$ cat src/rtl/imem_loader.sv
// Byte-stream loader for the CPU instruction memory: parses a length header,
// little-endian 32-bit words and an XOR checksum, issuing one write per word.
module imem_loader #(
    parameter int ADDR_WIDTH = 8
) (
    input  logic        clk,
    input  logic        reset,
    input  logic        start,
    input  logic        byte_valid,
    input  logic [7:0]  byte_data,
    output logic        byte_ready,
    output logic        mem_we,
    output logic [31:0] mem_waddr,
    output logic [31:0] mem_wdata,
    output logic        cpu_hold,
    output logic        busy,
    output logic        done,
    output logic        error
);

    // state   | meaning
    // IDLE    | no session since reset
    // LEN_LO  | waiting for length byte N[7:0]
    // LEN_HI  | waiting for length byte N[15:8]
    // DATA    | assembling payload words, one write per 4 bytes
    // CHECK   | waiting for checksum byte
    // DONE    | session finished with good checksum, CPU released
    // ERROR   | session aborted, CPU still held
    localparam logic [2:0] S_IDLE   = 3'd0;
    localparam logic [2:0] S_LEN_LO = 3'd1;
    localparam logic [2:0] S_LEN_HI = 3'd2;
    localparam logic [2:0] S_DATA   = 3'd3;
    localparam logic [2:0] S_CHECK  = 3'd4;
    localparam logic [2:0] S_DONE   = 3'd5;
    localparam logic [2:0] S_ERROR  = 3'd6;

    localparam logic [16:0] MAX_WORDS = 17'(1 << ADDR_WIDTH);

    logic [2:0]  r_state;
    logic [15:0] r_len;
    logic [16:0] r_word_idx;
    logic [1:0]  r_byte_cnt;
    logic [7:0]  r_csum;
    logic [23:0] r_buf;
    logic        r_mem_we;
    logic [31:0] r_mem_waddr;
    logic [31:0] r_mem_wdata;

    logic        w_active;
    logic        w_accept;
    logic [15:0] w_len_full;
    logic [16:0] w_idx_next;

    assign w_active   = (r_state == S_LEN_LO) || (r_state == S_LEN_HI) ||
                        (r_state == S_DATA)   || (r_state == S_CHECK);
    assign w_accept   = byte_valid && w_active;
    assign w_len_full = {byte_data, r_len[7:0]};
    assign w_idx_next = r_word_idx + 17'd1;

    always_ff @(posedge clk or posedge reset) begin
        if (reset) begin
            r_state     <= S_IDLE;
            r_len       <= '0;
            r_word_idx  <= '0;
            r_byte_cnt  <= '0;
            r_csum      <= '0;
            r_buf       <= '0;
            r_mem_we    <= 1'b0;
            r_mem_waddr <= '0;
            r_mem_wdata <= '0;
        end else begin
            r_mem_we <= 1'b0;
            case (r_state)
                S_IDLE, S_DONE, S_ERROR: begin
                    if (start) begin
                        r_state    <= S_LEN_LO;
                        r_len      <= '0;
                        r_word_idx <= '0;
                        r_byte_cnt <= '0;
                        r_csum     <= '0;
                        r_buf      <= '0;
                    end
                end
                S_LEN_LO: begin
                    if (w_accept) begin
                        r_len[7:0] <= byte_data;
                        r_state    <= S_LEN_HI;
                    end
                end
                S_LEN_HI: begin
                    if (w_accept) begin
                        r_len <= w_len_full;
                        if ({1'b0, w_len_full} > MAX_WORDS)
                            r_state <= S_ERROR;
                        else if (w_len_full == 16'd0)
                            r_state <= S_CHECK;
                        else
                            r_state <= S_DATA;
                    end
                end
                S_DATA: begin
                    if (w_accept) begin
                        r_csum     <= r_csum ^ byte_data;
                        r_byte_cnt <= r_byte_cnt + 2'd1;
                        case (r_byte_cnt)
                            2'd0: r_buf[7:0]   <= byte_data;
                            2'd1: r_buf[15:8]  <= byte_data;
                            2'd2: r_buf[23:16] <= byte_data;
                            default: begin
                                r_mem_we    <= 1'b1;
                                r_mem_waddr <= {13'd0, r_word_idx, 2'b00};
                                r_mem_wdata <= {byte_data, r_buf};
                                r_word_idx  <= w_idx_next;
                                if (w_idx_next == {1'b0, r_len})
                                    r_state <= S_CHECK;
                            end
                        endcase
                    end
                end
                S_CHECK: begin
                    if (w_accept)
                        r_state <= (byte_data == r_csum) ? S_DONE : S_ERROR;
                end
                default: r_state <= S_IDLE;
            endcase
        end
    end

    assign byte_ready = w_active;
    assign busy       = w_active;
    // An aborted load leaves a partial image, so the CPU stays held in ERROR.
    assign cpu_hold   = w_active || (r_state == S_ERROR);
    assign done       = (r_state == S_DONE);
    assign error      = (r_state == S_ERROR);
    assign mem_we     = r_mem_we;
    assign mem_waddr  = r_mem_waddr;
    assign mem_wdata  = r_mem_wdata;

endmodule
$ cat config.mk
export PLATFORM = sky130hd
export DESIGN_NAME = imem_loader
export DESIGN_NICKNAME = d
export VERILOG_FILES = /design/src/rtl/imem_loader.sv
export SDC_FILE = /design/constraint.sdc
export NUM_CORES = 1
export LEC_CHECK = 0
export CAP_MARGIN = 5
export CELL_PAD_IN_SITES_DETAIL_PLACEMENT = 1
export CELL_PAD_IN_SITES_GLOBAL_PLACEMENT = 1
export CORE_UTILIZATION = 42
export CTS_CLUSTER_SIZE = 24
export DETAILED_ROUTE_END_ITERATION = 16
export PLACE_DENSITY_LB_ADDON = 0.1
export SLEW_MARGIN = 15
export SYNTH_ARGS = -nofsm -noshare
export SYNTH_HDL_FRONTEND = slang
export SYNTH_SLANG_ARGS = --single-unit
$ cat constraint.sdc
create_clock -name clk -period 4.9 [get_ports clk]
set_input_delay 0.735 -clock clk [delete_from_list [all_inputs] [get_ports clk]]
set_output_delay 0.735 -clock clk [all_outputs]
set_load 0.01 [all_outputs]
======== After elaboration in Yosys (flattened, before gate mapping) ========
Cells that the tools add are included.
Widths: inputs -> output; s select.
storage, ports and cells
  register bits after elaboration ......... 120
  latch bits .............................. 0
  bits in writable memories ............... 0
  memory bits (read-only) ................. 0
  input port bits ......................... 12
  output and inout port bits .............. 70
  logic and storage cells ................. 95
  memories kept ........................... 0
cells by class
  add/sub/neg operators ................... 2
  multipliers ............................. 0
  divide/modulo/power cells ............... 0
  magnitude comparators ................... 1
  equal/unequal tests ..................... 20
  shift operators ......................... 0
  mux-type cells .......................... 35
  bitwise operators ....................... 3
  reduce and logical (&&, ||, !) cells .... 22
operator list
  kind                   count
  $mux 17                3
  $mux 24                2
  $mux 8                 6
  $pmux 24 s2            1
  $pmux 17 s2            1
  $mux 16                2
  $pmux 8 s2             2
  $mux 3                 9
  $pmux 8 s3             1
  $reduce_and 4->1       5
  $add 17x1->17 const B  1
  $eq 17x16->1           1
  $gt 16x9->1 const B    1
  $logic_not 16->1       1
  $pmux 3 s5             1
  $ne 2x2->1 const B     6
  $eq 3x3->1 const B     3
  $reduce_and 3->1       3
  $eq 8x8->1             1
  $ne 2x1->1 const B     4
  $xor 8x8->8            1
  $reduce_and 7->1       1
  $eq 3x2->1 const B     2
  $mux 2                 3
  13 further kinds       22

======== Longest topological paths before layout ========
Gate-level depths: netlist (run 1).
  word-level depth ........................ 7
  gate-level depth with buffers ........... 9
  mapped depth without buffers ............ 8

======== Worst setup path before layout (run 1) ========
No wires, ideal clock.
  kind .................................... register -> register
  start point ............................. reg r_word_idx[0]
  end point ............................... reg r_state[0]
  setup time .............................. 119 ps
  data arrival time ....................... 2258 ps
  data required time ...................... 4781 ps
  slack ................................... 2524 ps
  cell stages (with the launch flop) ...... 10
  path buffers ............................ 1
  clock period less this slack ............ 2376 ps
  path through ............................ dfrtp_1 ha_1 and3_1 clkbuf_1 nand4_1 nor3_1 xor2_1 nor4_1 nand4_2 o21a_1
on the way
  cells in the longest elaborated chain, start to end .. 4
ends and longest elaborated chain
  what                               RTL line  RTL
  start: declaration                 41        logic [16:0] r_word_idx;
  start signal: assignment           113       r_word_idx <= w_idx_next;
  $add 17x1->17                      58        assign w_idx_next = r_word_idx + 17'd1;
  $eq 17x16->1                       114       if (w_idx_next == {1'b0, r_len})
  $ne 2x1->1 (no source line)        -
  $reduce_and 7->1 (no source line)  -
  end signal: assignment             122       r_state <= (byte_data == r_csum) ? S_DONE : S_ERROR;
  end: declaration                   39        logic [2:0] r_state;
Every way passes these cells.
A chain may end at the register's enable or synchronous reset.

======== Final worst setup path (run 1) ========
  start point ............................. reg r_state[2]
  end point ............................... out cpu_hold
on the way
  cells in the longest elaborated chain, start to end .. 5
  elaborated cells on any way between the ends .. 9
  classes of those cells .................. eq/ne: 5; reduce/logical: 4
ends and longest elaborated chain
  what                                      RTL line  RTL
  $eq 3x1->1 or $eq 3x2->1 (tied branches)  54        assign w_active = (r_state == S_LEN_LO) || (r_state == S_LEN_HI) ||
  $logic_or 1x1->1 (2 in a row)             54
  $logic_or 1x1->1                          55        (r_state == S_DATA) || (r_state == S_CHECK);
  $logic_or 1x1->1 *                        132       assign cpu_hold = w_active || (r_state == S_ERROR);
  end: declaration                          15        output logic cpu_hold,
Every way passes the cells marked *; elsewhere a longest branch is shown, timed or not.

==> results.sh, run 1 <==
export IMPL_synth_top_area_share_pct=51.5
export IMPL_track_usage_pct=23.9
export IMPL_area_delta_synth_final_pct=22.4
export IMPL_cts_made_buffers=17
export IMPL_rsz0062_at_grt="no"
export IMPL_final_util_pct=53.2
export IMPL_crit_path_end_kind="output pin"
export IMPL_synthFlopType="dfrtp_1"
export IMPL_p_switching_mw=1.47
export IMPL_io_pins=82
export IMPL_grt_max_degree=80
export IMPL_wl_per_cell_um=18.4
export IMPL_crit_path_max_incr_delay_ps=570
export IMPL_initial_core_util_pct=43.5
export IMPL_startpoint="r_state[2]$_DFFE_PP0P_"
export IMPL_final_cell_mix="nand2_1, dfrtp_1, o21ai_0"
export IMPL_ys_seq_elements=120
export IMPL_synth_cell_types=56
export IMPL_post_cts_resized=0
export IMPL_cts_sinks=120
export IMPL_synth_compound_area_share_pct=13.8
export IMPL_crit_required_ps=4160
export IMPL_drt_iter0_drc=239
export IMPL_place_gp_congestion=0.830
export IMPL_vias_per_cell=5.47
export IMPL_hold_viol_final=0
export IMPL_cts_buffer_depth=2
export IMPL_vdd_drop_max_v=0.000262
export IMPL_critical_path_class="flip-flop to output pin"
export IMPL_gr_total_overflow=0
export IMPL_setup_tns_ps=0
export IMPL_clock_latency_ps=430
export IMPL_leakage_nw=3.22
export IMPL_die_area_mm2=0.0144
export IMPL_r2r_start="r_word_idx[0]$_DFFE_PP0P_"
export IMPL_root_buffer="clkbuf_16"
export IMPL_critical_path_max_fanout=17
export IMPL_yosysWarnings=0
export IMPL_synthTopCellsByArea="dfrtp_1, nand2_1, o21ai_0"
export IMPL_slew_headroom_pct=32.1
export IMPL_hold_buffers=0
export IMPL_status="complete, no violations"
export IMPL_slew_violations=0
export IMPL_grt_pass1_vias=4800
export IMPL_path_cells="or3_1 -> and2_1 -> or2_2 -> clkdlybuf4s50_1"
export IMPL_antenna_found_initial=0
export IMPL_crit_slowest_cell="dfrtp_1"
export IMPL_diodes=0
export IMPL_finalSetupViolations=0
export IMPL_fin_crit_sh_pct=64.0
export IMPL_power_density_mw_per_mm2=579
export IMPL_die_h_um=120
export IMPL_first_pass_iters=4
export IMPL_swShare_pct=35.6
export IMPL_worstHoldStart="r_buf[0]$_DFFE_PP0P_"
export IMPL_clkPwrFrac_pct=31.4
export IMPL_power_mw=4.13
export IMPL_drt_met1_wl_um=7350
export IMPL_synthAdderAreaFrac_pct=1.07
export IMPL_place_area_mm2=0.00652
export IMPL_synth_xor_area_share_pct=4.66
export IMPL_worstPathArrival_ps=2400
export IMPL_placement_io_buffers=66
export IMPL_clkSlewWorstSetupHoldPaths_ps=60
export IMPL_wirelength_um=15800
export IMPL_yosysSeqAreaShare_pct=51.5
export IMPL_num_vias=4692
export IMPL_tightest_slew_ps=1010
export IMPL_highest_layer="met4"
export IMPL_core_mm2=0.0134
export IMPL_cts_max_level=4
export IMPL_power_frac_comb_pct=31.9
export IMPL_cts_tree="built"
export IMPL_maxCapViolCount=0
export IMPL_layout_commonest_cell="nand2_1"
export IMPL_period_needed_ps=3130
export IMPL_power_internal_mw=2.66
export IMPL_async_reset_ff_share_pct=100
export IMPL_skew_ps=12.1
export IMPL_wl_met2_um=7610
export IMPL_grt_pass1_wl_um=26300
export IMPL_die_w_um=120
export IMPL_fmax_mhz=319
export IMPL_start_kind="flip-flop"
export IMPL_fin_nets=686
export IMPL_synth_top_family_by_area="simple AND/OR/NAND/NOR gates"
export IMPL_drc=0
export IMPL_synthCells=619
export IMPL_seq_power_share_pct=36.7
export IMPL_netlist_area_mm2=0.00583
export IMPL_synthSimpleGateAreaFrac_pct=18.6
export IMPL_row_count=42
export IMPL_ant_nets=0
export IMPL_postCtsSetupRepairBufs=0
export IMPL_synth_area_leader_cell="dfrtp_1"
export IMPL_post_synth_mux_area_share_pct=4.98
export IMPL_min_path_type="flip-flop to flip-flop"
export IMPL_critPathBufInv=1
export IMPL_dp_hpwl_um=10300
export IMPL_final_layout_size_suffix_gt1_share_pct=10.4
export IMPL_avgSynthCellArea_um2=9.42
export IMPL_dr_wl_met3_um=657
export IMPL_cp_top_family="simple AND/OR/NAND/NOR gates"
export IMPL_final_area_mm2=0.00713
export IMPL_synth_edf_count=0
-- final cells by class --
cell class | count | area (µm²)
multi-input combinational | 452 | 2570
fill | 1537 | 6270
sequential | 120 | 3000
clock inverter | 13 | 168
clock buffer | 19 | 443
timing repair buffer | 71 | 698
inverter | 7 | 28.8
tap | 176 | 220
-- cells by family after synthesis --
group                      after synthesis
AOI/OAI and AO/OA                      132
xor gates and xnor gates                31
adders and majority gates                5
buffers and inverters                   61
DFF                                    120
muxes                                   26
other                                    1
and+or+nand+nor                        243
-- routing by layer --
layer / track usage, % / vias to the layer above
met5: 0 / -
met4: 7.81 / 0
met3: 5.09 / 17
met2: 37.9 / 103
met1: 32.4 / 2377
li1: - / 2195
-- flip-flops by register name, summed over array words and instances, names as in the netlist --
name	count
mem_we	1
r_state	3
r_buf	24
mem_waddr	17
r_len	16
mem_wdata	32
r_word_idx	17
r_byte_cnt	2
r_csum	8
-- path summary, 6_finish.rpt --
| check | to | slack [ps] | cells after the start |
|---|---|---|---|
| setup reg to reg | r_state[0]$_DFFE_PP0P_ | 2110 | 8 |
| min in group asynchronous | mem_waddr[18]$_DFFE_PP0P_ | 910 | 2 |
| hold reg to reg | mem_wdata[0]$_DFFE_PP0P_ | 470 | 2 |
| hold / removal | mem_wdata[0]$_DFFE_PP0P_ | 470 | 2 |
| max in group asynchronous | r_csum[2]$_DFFE_PP0P_ | 3120 | 3 |
| setup / recovery | cpu_hold | 1770 | 4 |
-- Yosys cell counts, types with 3 or more instances --
cell      number
o211ai_1       3
or2_2          4
and4_1         3
inv_1          6
clkbuf_1      32
dfrtp_1      120
and2_1         3
nor2_1        28
o31ai_1        7
xor2_1        10
and3_1         8
xnor2_1       21
a22o_1        10
mux2_2        24
nor4_1         3
buf_2          4
buf_4         16
nor3_1         9
nand2b_1       3
o21a_1         3
o21ai_1        7
o41ai_1        3
o21ai_0       72
nand3_1        7
nand4_1       10
or4_1          3
ha_1           5
a21oi_1       10
nand2_1      152
-- through the flow --
stage          cells  hold WS [ps]  setup slack [ps]
3_5_place_dp     826           458              1810
6_report         858           473              1770
2_1_floorplan    633           439               979
5_1_grt          858           498              1680
4_1_cts          858           477              1760
3_3_place_gp     826           449              1910
-- worst min-delay path, stage by stage (launching register included) --
cell	delay (ps)
dfrtp_1	350
nand2_1	50
nand2_1	50
-- power by group through the flow --
stage	Combinational, mW	Clock (mW)	Sequential [mW]
finish	1.32	1.30	1.52
global route	1.46	1.36	1.55
CTS	1.33	1.32	1.51
detailed placement	1.30	0	1.52
global placement	1.25	0	1.51
floorplan	0.846	0	1.47
No activity file was read; power rests on OpenSTA's default activity.
==> run 2: changes to the inputs <==
CORE_UTILIZATION = 38   (was 42)
clock period = 2.7 ns   (was 4.9 ns; I/O delays follow)
==> run 2 against run 1 <==
Effect of this change:
- final cell count is 4.8% higher
- highest routed layer unchanged
- sequential power rose by 78%
- largest cell class unchanged
- via count grew 2.3%
- combinational power increased by 97%
- utilization fell by 3.2 points
- sequential share of layout area shrank 1.4 points
- critical path depth is the same
- non-clock buffer count up 33
- first-iteration DRC count up 5.0%
- clock skew hardly changed
- total power increased by 81%
- clock-buffer cell count unchanged
==> results.sh, run 2 (synthesis results as in run 1) <==
export IMPL_grt_pass1_vias=4882
export IMPL_num_vias=4802
export IMPL_crit_required_ps=2300
export IMPL_io_pins=82
export IMPL_cts_tree="built"
export IMPL_start_kind="flip-flop"
export IMPL_min_path_type="flip-flop to flip-flop"
export IMPL_cts_made_buffers=17
export IMPL_final_cell_mix="nand2_1, dfrtp_1, o21ai_0"
export IMPL_crit_slowest_cell="dfrtp_2"
export IMPL_gr_total_overflow=0
export IMPL_critPathBufInv=1
export IMPL_setup_tns_ps=0
export IMPL_largest_reg_flops=32
export IMPL_regToRegSetupSlack_ps=210
export IMPL_dp_cells=863
export IMPL_clock_latency_ps=430
export IMPL_clkSlewWorstSetupHoldPaths_ps=60
export IMPL_hold_viol_final=0
export IMPL_final_area_mm2=0.00738
export IMPL_power_density_mw_per_mm2=1010
export IMPL_crit_path_max_incr_delay_ps=510
export IMPL_cts_sinks=120
export IMPL_path_cells="or3_1 -> and2_1 -> or2_2 -> clkdlybuf4s50_1"
export IMPL_rsz0062_at_grt="no"
export IMPL_fin_crit_sh_pct=97.0
export IMPL_drt_iter0_drc=251
export IMPL_grt_pass1_wl_um=26300
export IMPL_crit_path_end_kind="output pin"
export IMPL_track_usage_pct=21.4
export IMPL_fmax_mhz=382
export IMPL_worstPathArrival_ps=2220
export IMPL_final_util_pct=50.0
export IMPL_antenna_found_initial=0
export IMPL_first_pass_iters=4
export IMPL_fillers=1686
export IMPL_drc=0
export IMPL_area_delta_synth_final_pct=26.6
export IMPL_ant_nets=0
export IMPL_die_area_mm2=0.0158
export IMPL_vdd_drop_max_v=0.000605
export IMPL_seq_area_mm2=0.00301
export IMPL_multi_input_area_mm2=0.00257
export IMPL_maxCapViolCount=0
export IMPL_wirelength_um=15900
export IMPL_cts_max_level=4
export IMPL_placement_io_buffers=66
export IMPL_period_needed_ps=2620
export IMPL_place_gp_congestion=0.787
export IMPL_row_count=44
export IMPL_die_w_um=126
export IMPL_diodes=0
export IMPL_skew_ps=12.0
export IMPL_dp_hpwl_um=11100
export IMPL_fin_nets=719
export IMPL_grt_max_degree=121
export IMPL_finalSetupViolations=0
export IMPL_layout_commonest_cell="nand2_1"
export IMPL_initial_core_util_pct=39.5
export IMPL_cp_top_family="simple AND/OR/NAND/NOR gates"
export IMPL_place_area_mm2=0.00678
export IMPL_vias_per_cell=5.34
export IMPL_core_mm2=0.0148
export IMPL_slew_headroom_pct=28.2
export IMPL_slew_violations=0
export IMPL_tightest_slew_ps=1070
export IMPL_critical_path_max_fanout=15
export IMPL_cts_buffer_depth=2
export IMPL_critical_path_class="flip-flop to output pin"
export IMPL_wl_per_cell_um=17.7
export IMPL_root_buffer="clkbuf_16"
export IMPL_stdcell_count=899
export IMPL_status="complete, no violations"
export IMPL_die_h_um=126
export IMPL_final_layout_size_suffix_gt1_share_pct=15.1
export IMPL_leakage_nw=3.38
## run 2: path summary, 6_finish.rpt
check,startpoint,end,cells after the start
max,r_state[0]$_DFFE_PP0P_,cpu_hold,4
min,mem_wdata[3]$_DFFE_PP0P_,mem_wdata[3]$_DFFE_PP0P_,2
max reg2reg,r_word_idx[0]$_DFFE_PP0P_,r_state[0]$_DFFE_PP0P_,9
min reg2reg,mem_wdata[3]$_DFFE_PP0P_,mem_wdata[3]$_DFFE_PP0P_,2
max in group asynchronous,reset,r_state[0]$_DFFE_PP0P_,3
min in group asynchronous,reset,mem_waddr[6]$_DFFE_PP0P_,3
## run 2: routing by layer
layer | GRT usage (%) | part of all wire (%) | vias up
li1 | - | - | 2258
met1 | 30.4 | 49 | 2447
met2 | 32.6 | 47 | 81
met3 | 3.61 | 3.0 | 16
met4 | 8.36 | 1.3 | 0
met5 | 0 | 0 | -
## run 2: area by class of cell
cell class                      instances  area share (%)
Sequential cell                       120            40.7
Multi-Input combinational cell        452            34.9
Timing Repair Buffer                  104            13.1
Clock buffer                           19            6.14
Tap cell                              184            3.12
Clock inverter                         13            1.63
Inverter                                7           0.407
## run 2: worst reg2reg max path, stage by stage, from the launching register on
cell	delay [ps]
dfrtp_1	460
ha_1	230
and3_2	290
nand4_1	170
nor3_1	280
xor2_1	140
nor4_1	290
buf_4	160
nand4_2	140
o21a_1	220
## run 2: timing repair
item	CTS	global route
gates resized for setup	2	1
setup buffers	0	4
hold buffers	0	0
setup endpoints to repair	1	4
## run 2: per-stage QoR
stage / hold WS, ps / setup slack [ps] / power [mW]
floorplan: 439 / 324 / 4.21
global placement: 459 / 121 / 5.19
detailed placement: 461 / 63.1 / 5.27
CTS: 476 / 22.7 / 7.53
global route: 494 / 0.0708 / 7.96
finish: 468 / 79.7 / 7.49
## run 2: where the power goes
group          total, mW  leakage (nW)  internal, mW  switching, mW
registers           2.70          1.60          2.30          0.401
clock network       2.19         0.276          1.32          0.874
logic               2.60          1.50          1.21           1.39
total               7.49          3.38          4.83           2.66
